File: config.mk
export PLATFORM = sky130hd
export DESIGN_NAME = ibex_mem_arbiter
export DESIGN_NICKNAME = d
export VERILOG_FILES = /design/src/rtl/ibex_arb_pkg.sv /design/src/rtl/ibex_arb_src_fifo.sv /design/src/rtl/ibex_mem_arbiter.sv
export SDC_FILE = /design/constraint.sdc
export NUM_CORES = 1
export LEC_CHECK = 0
export CAP_MARGIN = 20
export CORE_AREA = 2 2 110 112
export CTS_BUF_LIST = sky130_fd_sc_hd__clkbuf_4 sky130_fd_sc_hd__clkbuf_8
export CTS_CLUSTER_SIZE = 16
export DETAILED_ROUTE_END_ITERATION = 10
export DIE_AREA = 0 0 112 114
export GPL_TIMING_DRIVEN = 1
export PLACE_DENSITY_LB_ADDON = 0.15
export SYNTH_ARGS = -nofsm -noshare
export SYNTH_HDL_FRONTEND = slang
export SYNTH_HIERARCHICAL = 1
export SYNTH_SLANG_ARGS = --single-unit
File: constraint.sdc
create_clock -name clk_i -period 2.4 [get_ports clk_i]
set_input_delay 0.24 -clock clk_i [delete_from_list [all_inputs] [get_ports clk_i]]
set_output_delay 0.24 -clock clk_i [all_outputs]
set_load 0.05 [all_outputs]
File: src/rtl/ibex_arb_pkg.sv
// Shared types and limits for the Ibex instruction/data memory arbiter.
package ibex_arb_pkg;

    // Identifies which Ibex port owns a memory transaction.
    typedef enum logic {
        SrcInstr,
        SrcData
    } arb_src_e;

    // Largest supported number of accepted-but-unanswered transactions.
    localparam int unsigned MaxOutstandingLimit = 4;

    // Counter width able to hold 0..MaxOutstandingLimit.
    localparam int unsigned CntW = $clog2(MaxOutstandingLimit + 1);

    // Round-robin helper: the side opposite to the given one.
    function automatic arb_src_e other_src(arb_src_e src);
        return (src == SrcInstr) ? SrcData : SrcInstr;
    endfunction

endpackage

File: src/rtl/ibex_arb_src_fifo.sv
// In-order FIFO of source IDs for granted memory transactions; the head
// names the port that owns the next response.
module ibex_arb_src_fifo
    import ibex_arb_pkg::*;
#(
    parameter int unsigned DEPTH = 2
) (
    input  logic     clk_i,
    input  logic     rst_ni,
    input  logic     push_i,
    input  arb_src_e src_i,
    input  logic     pop_i,
    output arb_src_e head_o,
    output logic     full_o,
    output logic     empty_o
);

    localparam int unsigned PtrW = (DEPTH > 1) ? $clog2(DEPTH) : 1;

    arb_src_e            mem_q [DEPTH];
    logic [PtrW-1:0]     wr_ptr_q, wr_ptr_d;
    logic [PtrW-1:0]     rd_ptr_q, rd_ptr_d;
    logic [CntW-1:0]     count_q, count_d;
    logic                do_push, do_pop;

    assign full_o  = (count_q == CntW'(DEPTH));
    assign empty_o = (count_q == '0);
    assign head_o  = mem_q[rd_ptr_q];

    // Overflow/underflow guards keep the count inside 0..DEPTH.
    assign do_push = push_i & ~full_o;
    assign do_pop  = pop_i & ~empty_o;

    // Next pointers wrap at DEPTH, which need not be a power of two.
    always_comb begin
        wr_ptr_d = wr_ptr_q;
        rd_ptr_d = rd_ptr_q;
        count_d  = count_q;
        if (do_push) begin
            wr_ptr_d = (wr_ptr_q == PtrW'(DEPTH - 1)) ? '0 : wr_ptr_q + 1'b1;
        end
        if (do_pop) begin
            rd_ptr_d = (rd_ptr_q == PtrW'(DEPTH - 1)) ? '0 : rd_ptr_q + 1'b1;
        end
        if (do_push && !do_pop) begin
            count_d = count_q + 1'b1;
        end else if (do_pop && !do_push) begin
            count_d = count_q - 1'b1;
        end
    end

    // Pointer, count and storage registers.
    always_ff @(posedge clk_i or negedge rst_ni) begin
        if (!rst_ni) begin
            wr_ptr_q <= '0;
            rd_ptr_q <= '0;
            count_q  <= '0;
            for (int unsigned i = 0; i < DEPTH; i++) begin
                mem_q[i] <= SrcInstr;
            end
        end else begin
            wr_ptr_q <= wr_ptr_d;
            rd_ptr_q <= rd_ptr_d;
            count_q  <= count_d;
            if (do_push) begin
                mem_q[wr_ptr_q] <= src_i;
            end
        end
    end

endmodule

File: src/rtl/ibex_mem_arbiter.sv
// Arbitrates the Ibex instruction-fetch and LSU ports onto one shared memory
// port and routes in-order responses back to the port that issued them.
module ibex_mem_arbiter
    import ibex_arb_pkg::*;
#(
    parameter int unsigned MAX_OUTSTANDING = 2, // legal range 1..MaxOutstandingLimit
    parameter int unsigned DATA_FIRST      = 1  // tie winner after reset: 1 data, 0 instr
) (
    input  logic        clk_i,
    input  logic        rst_ni,

    input  logic        instr_req_i,
    output logic        instr_gnt_o,
    output logic        instr_rvalid_o,
    input  logic [31:0] instr_addr_i,
    output logic [31:0] instr_rdata_o,
    output logic        instr_err_o,

    input  logic        data_req_i,
    output logic        data_gnt_o,
    output logic        data_rvalid_o,
    input  logic        data_we_i,
    input  logic [3:0]  data_be_i,
    input  logic [31:0] data_addr_i,
    input  logic [31:0] data_wdata_i,
    output logic [31:0] data_rdata_o,
    output logic        data_err_o,

    output logic        mem_req_o,
    input  logic        mem_gnt_i,
    input  logic        mem_rvalid_i,
    output logic        mem_we_o,
    output logic [3:0]  mem_be_o,
    output logic [31:0] mem_addr_o,
    output logic [31:0] mem_wdata_o,
    input  logic [31:0] mem_rdata_i,
    input  logic        mem_err_i,

    output logic        protocol_err_o
);

    localparam arb_src_e LastInit = (DATA_FIRST != 0) ? SrcInstr : SrcData;

    arb_src_e winner;
    arb_src_e last_q, last_d;
    arb_src_e hold_src_q, hold_src_d;
    logic     hold_valid_q, hold_valid_d;
    logic     protocol_err_q, protocol_err_d;
    logic     fifo_full, fifo_empty;
    arb_src_e fifo_head;
    logic     grant, pop;

    // Pick the winner: a pending (ungranted) choice sticks, otherwise
    // a lone requester wins, otherwise the side that lost last time.
    always_comb begin
        winner = other_src(last_q);
        if (hold_valid_q) begin
            winner = hold_src_q;
        end else if (instr_req_i && !data_req_i) begin
            winner = SrcInstr;
        end else if (data_req_i && !instr_req_i) begin
            winner = SrcData;
        end
    end

    // Request and grants; rst_ni gating keeps handshakes low while in reset.
    always_comb begin
        mem_req_o   = (instr_req_i | data_req_i) & ~fifo_full & rst_ni;
        grant       = mem_req_o & mem_gnt_i;
        instr_gnt_o = grant & (winner == SrcInstr);
        data_gnt_o  = grant & (winner == SrcData);
    end

    // Shared request fields follow the winner; fetches are full-word reads.
    always_comb begin
        mem_addr_o  = instr_addr_i;
        mem_we_o    = 1'b0;
        mem_be_o    = 4'hF;
        mem_wdata_o = '0;
        if (winner == SrcData) begin
            mem_addr_o  = data_addr_i;
            mem_we_o    = data_we_i;
            mem_be_o    = data_be_i;
            mem_wdata_o = data_wdata_i;
        end
    end

    // Response routing: a response pops the FIFO and goes to its head source.
    always_comb begin
        pop            = mem_rvalid_i & ~fifo_empty;
        instr_rvalid_o = pop & (fifo_head == SrcInstr);
        data_rvalid_o  = pop & (fifo_head == SrcData);
        instr_rdata_o  = mem_rdata_i;
        data_rdata_o   = mem_rdata_i;
        instr_err_o    = instr_rvalid_o & mem_err_i;
        data_err_o     = data_rvalid_o & mem_err_i;
    end

    // Next-state for arbitration history and the sticky protocol flag.
    always_comb begin
        last_d         = grant ? winner : last_q;
        hold_valid_d   = mem_req_o & ~mem_gnt_i;
        hold_src_d     = winner;
        protocol_err_d = protocol_err_q | (mem_rvalid_i & fifo_empty);
    end

    // Arbitration state registers.
    always_ff @(posedge clk_i or negedge rst_ni) begin
        if (!rst_ni) begin
            last_q         <= LastInit;
            hold_valid_q   <= 1'b0;
            hold_src_q     <= SrcInstr;
            protocol_err_q <= 1'b0;
        end else begin
            last_q         <= last_d;
            hold_valid_q   <= hold_valid_d;
            hold_src_q     <= hold_src_d;
            protocol_err_q <= protocol_err_d;
        end
    end

    assign protocol_err_o = protocol_err_q;

    ibex_arb_src_fifo #(
        .DEPTH (MAX_OUTSTANDING)
    ) u_src_fifo (
        .clk_i   (clk_i),
        .rst_ni  (rst_ni),
        .push_i  (grant),
        .src_i   (winner),
        .pop_i   (pop),
        .head_o  (fifo_head),
        .full_o  (fifo_full),
        .empty_o (fifo_empty)
    );

endmodule

# After elaboration in Yosys (flattened, before gate mapping)
# Index checks and enable logic that the tools add are counted.
[classes]
order_cmp = 3
eq_ne = 1
muxes = 18
bitwise_logic = 23
addsub = 4
reduce_logical = 11
[op_table]
columns = ["op", "count"]
rows = [
  ["$mux W32", 2],
  ["$and A1 B1 Y1", 14],
  ["$mux W1", 11],
  ["$mux W3", 2],
  ["$logic_and A1 B1 Y1", 5],
  ["$not A1 Y1", 5],
  ["$ge A2 B2 Y1 const B", 2],
  ["$logic_not A1 Y1", 4],
  ["$mux W4", 1],
  ["$not A1 Y2", 2],
  ["$add A3 B1 Y3 const B", 1],
  ["$eq A3 B2 Y1 const B", 1],
  ["$logic_not A3 Y1", 1],
  ["$sub A3 B1 Y3 const B", 1],
  ["$add A1 B1 Y1 const B", 2],
  ["$bwmux W2", 1],
  ["$lt A2 B1 Y1 const B", 1],
  ["$or A1 B1 Y1", 2],
  ["$reduce_bool A2 Y1", 1],
  ["$demux W1 S1", 1],
]
[word_totals]
reg_bits = 11
out_inout_bits = 141
wordCells = 69

# Logic depth before layout (Yosys ltp)
[depth]
depth_word = 10
mapped_depth = 11
ltp_nobuf = 11

# Hierarchy
# Netlist, hierarchy kept.
[by_module_without_submodules]
columns = ["module", "cells_each", "seq_area_each_um2", "area_per_inst_um2", "instances"]
rows = [
  ["ibex_mem_arbiter", 165, 100.1, 1363.8, 1],
  ["ibex_arb_src_fifo", 27, 175.2, 357.8, 1],
]

# Least setup slack after synthesis
# OpenSTA, ideal clock, no wires.
[synth_path]
kind = "register to register"
from = "reg u_src_fifo.count_q[1]"
to = "reg u_src_fifo.count_q[2]"
synth_period_minus_slack_ns = 3.444
t_arrival_ns = 3.365
path_stages_with_launch = 12
required_ns = 2.321
setup_slack_ns = -1.044
n_path_buf = 0
setup_time_ns = 0.079
path_cell_list = "dfrtp_1 nor3b_4 nor3b_1 nand2_1 inv_1 and2b_2 ha_1 inv_1 fa_1 xor2_1 nor2_1 xor2_1"
[synth_between]
elab_chain_cells = 9
elab_cells_between_ends = 19
classes_between = "add/sub (2); eq/ne (1); mux (2); bitwise (8); reduce/logical (6)"
[synth_rtl]
columns = ["item", "line", "source"]
rows = [
  ["start, declared", "ibex_arb_src_fifo.sv:23", "logic [CntW-1:0] count_q, count_d;"],
  ["start signal, assigned", "ibex_arb_src_fifo.sv:64", "count_q <= count_d;"],
  ["$eq A3 B2 Y1 *", "ibex_arb_src_fifo.sv:26", "assign full_o = (count_q == CntW'(DEPTH));"],
  ["named net fifo_full", "ibex_mem_arbiter.sv:49", "logic fifo_full, fifo_empty;"],
  ["$not A1 Y1 *", "ibex_mem_arbiter.sv:68", "mem_req_o = (instr_req_i | data_req_i) & ~fifo_full & rst_ni;"],
  ["$and A1 B1 Y1 * (2 in a row)", "ibex_mem_arbiter.sv:68", ""],
  ["named net mem_req_o", "ibex_mem_arbiter.sv:29", "output logic mem_req_o,"],
  ["$and A1 B1 Y1 *", "ibex_mem_arbiter.sv:69", "grant = mem_req_o & mem_gnt_i;"],
  ["named net grant", "ibex_mem_arbiter.sv:51", "logic grant, pop;"],
  ["$and A1 B1 Y1 *", "ibex_arb_src_fifo.sv:31", "assign do_push = push_i & ~full_o;"],
  ["named net u_src_fifo.do_push", "ibex_arb_src_fifo.sv:24", "logic do_push, do_pop;"],
  ["$logic_not A1 Y1", "ibex_arb_src_fifo.sv:47", "end else if (do_pop && !do_push) begin"],
  ["$logic_and A1 B1 Y1", "ibex_arb_src_fifo.sv:47", ""],
  ["$reduce_bool A2 Y1 (no line)", "n/a", ""],
]
# The timed path passes the listed nets; every way through them passes the cells marked *. The select of a mux whose other input is x is not followed.
# A chain may end at the register's enable or synchronous reset.

# Worst setup path in the final report
[layout_path]
from = "in data_req_i"
to = "out mem_addr_o[30]"
[layout_between]
elab_chain_cells = 5
elab_cells_between_ends = 7
classes_between = "mux (4); reduce/logical (3)"
[layout_rtl]
columns = ["item", "line", "source"]
rows = [
  ["start, declared", "ibex_mem_arbiter.sv:19", "input logic data_req_i,"],
  ["$logic_and A1 B1 Y1 or $logic_not A1 Y1 (tied branches)", "ibex_mem_arbiter.sv:61, ibex_mem_arbiter.sv:59", ""],
  ["$mux W1 or $logic_and A1 B1 Y1 (tied branches)", "ibex_mem_arbiter.sv:61, ibex_mem_arbiter.sv:59", ""],
  ["$mux W1 *", "ibex_mem_arbiter.sv:59", "end else if (instr_req_i && !data_req_i) begin"],
  ["$mux W1 *", "ibex_mem_arbiter.sv:57", "if (hold_valid_q) begin"],
  ["$mux W32 *", "ibex_mem_arbiter.sv:80", "if (winner == SrcData) begin"],
  ["end, declared", "ibex_mem_arbiter.sv:34", "output logic [31:0] mem_addr_o,"],
]
# Every way passes the cells marked *; elsewhere a longest branch is shown, timed or not.

==> run_summary.xml <==
<?xml version="1.0" encoding="UTF-8"?>
<metrics>
  <group name="run_status">
    <metric name="status" unit="">complete, no violations</metric>
  </group>
  <group name="clock_network">
    <metric name="postCtsSetupBuffers" unit="">0</metric>
    <metric name="cts.reportedPaths.clkPinSlew" unit="ps">50</metric>
    <metric name="cts-htree-levels" unit="">1</metric>
    <metric name="cts_tree" unit="">done</metric>
    <metric name="cts.hold.buffers_added" unit="">0</metric>
    <metric name="root_buffer" unit="">clkbuf_8</metric>
    <metric name="worstSkewPairLatency" unit="ps">230</metric>
    <metric name="cts.repair.resized" unit="">0</metric>
    <metric name="cts_buffer_depth" unit="">2</metric>
    <metric name="tritoncts.num_buffers" unit="">3</metric>
    <metric name="numClockSinks" unit="">11</metric>
  </group>
  <group name="detailed_routing">
    <metric name="routed-via-count" unit="">1671</metric>
    <metric name="avgViaCountPerCell" unit="">3.617</metric>
    <metric name="drtIter0Drc" unit="">31</metric>
    <metric name="dr_pass1_iterations" unit="">4</metric>
    <metric name="antenna_left" unit="">0</metric>
    <metric name="postRouteWirelength" unit="um">6127</metric>
    <metric name="post-route-drc-count" unit="">0</metric>
    <metric name="detail_route.wl_per_cell" unit="um">13.26</metric>
  </group>
  <group name="pwr">
    <metric name="combPwrFrac" unit="%">82.3</metric>
    <metric name="cell_internal_pwr" unit="W">0.001409</metric>
    <metric name="p_leak" unit="nW">1.379</metric>
    <metric name="power.density_cell_area" unit="nW/um2">962.6</metric>
    <metric name="sequential_group_share_of_total_power" unit="%">11.4</metric>
    <metric name="power.switching" unit="W">0.001703</metric>
    <metric name="clockPowerShare" unit="%">6.3</metric>
    <metric name="netSwitchingFraction" unit="%">54.73</metric>
    <metric name="power" unit="W">0.003112</metric>
    <metric name="peakVddDrop" unit="uV">560.3</metric>
  </group>
  <group name="global_routing">
    <metric name="grt.total_usage" unit="%">8.593</metric>
    <metric name="grt_max_degree" unit="">43</metric>
    <metric name="first_global_vias" unit="">1689</metric>
    <metric name="first_pass_grt_wire_length" unit="um">9011</metric>
    <metric name="grt_total_ovfl" unit="">0</metric>
    <metric name="antenna_found_initial" unit="">0</metric>
  </group>
  <group name="finish">
    <metric name="finalNetCount" unit="">458</metric>
    <metric name="n_fill_cell" unit="">1266</metric>
    <metric name="diodes" unit="">0</metric>
    <metric name="drive_above_1_share" unit="%">42.54</metric>
    <metric name="synthToLayoutAreaGrowth" unit="%">87.79</metric>
    <metric name="mostFrequentLayoutCell" unit="">clkdlybuf4s50_1</metric>
    <metric name="most-common-layout-cells" unit="">108 x clkdlybuf4s50_1, 75 x buf_4, 36 x mux2_2</metric>
    <metric name="final_cell_count_no_fill" unit="">462</metric>
    <metric name="final_cell_area" unit="um2">3233</metric>
  </group>
  <group name="worst_setup_path">
    <metric name="worst-path-buf-inv" unit="">4</metric>
    <metric name="regToRegStartpoint" unit="">u_src_fifo/count_q[0]</metric>
    <metric name="critPathTopFamily" unit="">buffers and inverters</metric>
    <metric name="reg2reg_to" unit="">u_src_fifo/count_q[1]</metric>
    <metric name="end_kind" unit="">primary output</metric>
    <metric name="start_kind" unit="">input pin</metric>
    <metric name="critPathMaxFanout" unit="">16</metric>
    <metric name="crit_slowest_cell" unit="">clkdlybuf4s50_1</metric>
    <metric name="worst_r2r_path_depth" unit="">9</metric>
    <metric name="worst_path_most_repeated_cell" unit="">buf_4</metric>
    <metric name="timing.critical_path.required" unit="ps">2160</metric>
    <metric name="critical_path_arrival" unit="ps">1950</metric>
    <metric name="critPathMaxStageDelay" unit="ps">420</metric>
    <metric name="worst-r2r-setup-slack" unit="ps">220</metric>
    <metric name="worstSetupPathType" unit="">input pin to primary output</metric>
    <metric name="cp_cell_sequence" unit="">clkdlybuf4s50_1 &gt; inv_1 &gt; a21oi_2 &gt; o31ai_4 &gt; buf_4 &gt; mux2_2 &gt; buf_4</metric>
  </group>
  <group name="synthesis">
    <metric name="synth_top_cell_area_share" unit="%">27.91</metric>
    <metric name="ys_ff_latch" unit="">11</metric>
    <metric name="syn_inst" unit="">192</metric>
    <metric name="synth_top_area_cell" unit="">buf_4</metric>
    <metric name="avgSynthCellArea" unit="um2">8.967</metric>
    <metric name="synth.yosys.warnings" unit="">6</metric>
    <metric name="synth_sequential_area_ratio" unit="%">15.99</metric>
    <metric name="yosys-top-cells-area" unit="">buf_4 28%, mux2_2 24%, dfrtp_1 16%, and2_1 12%, buf_6 2.6%</metric>
    <metric name="mappedNetlistArea" unit="um2">1722</metric>
    <metric name="number_of_flops_mapped_to_enable_cells_by_yosys" unit="">0</metric>
    <metric name="async_flop_share" unit="%">100.0</metric>
    <metric name="ys_dominant_reg_cell" unit="">dfrtp_1</metric>
    <metric name="synth.lib_cells_used.distinct" unit="">25</metric>
    <metric name="synth.net_count" unit="">334</metric>
  </group>
  <group name="sta">
    <metric name="slew_worst_pin" unit="ps">496.9</metric>
    <metric name="totalNegativeSetupSlack" unit="ps">0</metric>
    <metric name="final.period_utilization" unit="%">91.26</metric>
    <metric name="final.setup_skew" unit="ps">0.4530</metric>
    <metric name="final_setup_violation_count" unit="">0</metric>
    <metric name="post-route-min-period" unit="ps">2190</metric>
    <metric name="timing_hold_violations_final" unit="">0</metric>
    <metric name="setup_repair_after_global_routing_missed_its_margin" unit="">false</metric>
    <metric name="maxSlewViolCount" unit="">0</metric>
    <metric name="worst_slew_margin_rel" unit="%">66.77</metric>
    <metric name="max_clock_freq" unit="MHz">456.6</metric>
  </group>
  <group name="floorplanning">
    <metric name="io_pins" unit="">281</metric>
    <metric name="die_area" unit="um2">12770</metric>
    <metric name="core" unit="um2">11710</metric>
    <metric name="std_cell_rows" unit="">40</metric>
    <metric name="die_y" unit="um">114</metric>
    <metric name="die_w" unit="um">112</metric>
    <metric name="initial_core_util" unit="%">14.70</metric>
  </group>
  <group name="placement">
    <metric name="port-buffer-count" unit="">184</metric>
    <metric name="gp_congestion" unit="">0.6509</metric>
    <metric name="dpl.cell_count" unit="">458</metric>
    <metric name="post_dp_cell_area" unit="um2">3184</metric>
    <metric name="detailedPlacementHpwl" unit="um">5209</metric>
  </group>
  <group name="min_path">
    <metric name="type_of_the_most_critical_hold_path" unit="">input pin to asynchronous set/reset pin</metric>
  </group>
  <group name="job">
    <metric name="timing.max_cap.violations" unit="">0</metric>
  </group>
</metrics>
metal layers:
metal / up-vias / wire length [um] / track usage [%]
met5: - / 0 / 0
met4: 0 / 43 / 1.301
met3: 6 / 777 / 3.985
met2: 143 / 3087 / 14.83
met1: 722 / 2219 / 10.01
li1: 800 / - / -
cells in the mapped netlist, types with 2 or more instances:
library cell and instances:
and2_1 34, xnor2_1 2, buf_4 64, dfrtp_1 11
nand2b_1 6, buf_6 4, nor2b_1 3, nor2_1 7
xor2_1 3, inv_1 3, nor3b_1 2, nand2_1 3
clkbuf_1 2, mux2_2 37
power groups by stage:
stage               clock network (W)  logic (W)  registers (W)
finish                       0.000196    0.00256       0.000354
global route                 0.000219    0.00271       0.000368
CTS                          0.000205    0.00261       0.000356
detailed placement                  0    0.00260       0.000358
global placement                    0    0.00259       0.000359
floorplan                           0    0.00205       0.000357
area by class of cell:
class	instances	area (um2)	share of cell area, %
Timing Repair Buffer	190	1784	55.19
Multi-Input combinational cell	106	923.4	28.56
Sequential cell	11	275.3	8.514
Tap cell	147	183.9	5.689
Clock buffer	4	48.80	1.509
Inverter	4	17.52	0.5418
worst max-delay path by stage:
| stage | startpoint | endpoint | slack (ps) | depth (start not counted) |
|---|---|---|---|---|
| floorplan | u_src_fifo/count_q[1] | u_src_fifo/count_q[2] | -80 | 11 |
| global placement | instr_req_i | u_src_fifo/count_q[1] | 70 | 10 |
| detailed placement | instr_req_i | u_src_fifo/count_q[1] | 20 | 10 |
| CTS | data_req_i | mem_addr_o[30] | 180 | 7 |
| global route | u_src_fifo/count_q[1] | u_src_fifo/count_q[2] | 80 | 11 |
| finish | data_req_i | mem_addr_o[30] | 210 | 7 |
state kept, by name (all words and copies together) (netlist names):
signal and cells:
hold_src_q 1, hold_valid_q 1, last_q 1, protocol_err_o 1
u_src_fifo/count_q 3, u_src_fifo/mem_q 2, u_src_fifo/rd_ptr_q 1, u_src_fifo/wr_ptr_q 1
metrics by stage:
| stage | hold slack [ps] | setup slack, ps | util (%) |
|---|---|---|---|
| after floorplan | -55.59 | -78.14 | - |
| after global placement | 449.3 | 69.14 | 27.19 |
| after detailed placement | 447.4 | 22.95 | 27.19 |
| after CTS | 353.5 | 178.9 | 27.61 |
| after global routing | 363.6 | 81.98 | 27.61 |
| final | 354.8 | 209.8 | 27.61 |
cell families (layout without fill, tap and decap cells):
group                      count (synthesis)  count (layout)  share of synthesized area, %
AOI/OAI and AO/OA                          3               3                         2.180
xor gates and xnor gates                   5               5                         2.544
adders and majority gates                  2               2                         1.889
buffers and inverters                     75             198                         32.27
DFF                                       11              11                         15.99
muxes                                     37              37                         24.20
and+or+nand+nor                           59              59                         20.93
worst register-to-register path, delay by kind of cell, from the launching register on:
family | cells | cell delay (ps)
adders and majority gates | 2 | 580
buffers and inverters | 2 | 90
DFF | 1 | 450
muxes | 1 | 270
and+or+nand+nor | 4 | 680
(Power assumes the default switching activity.)
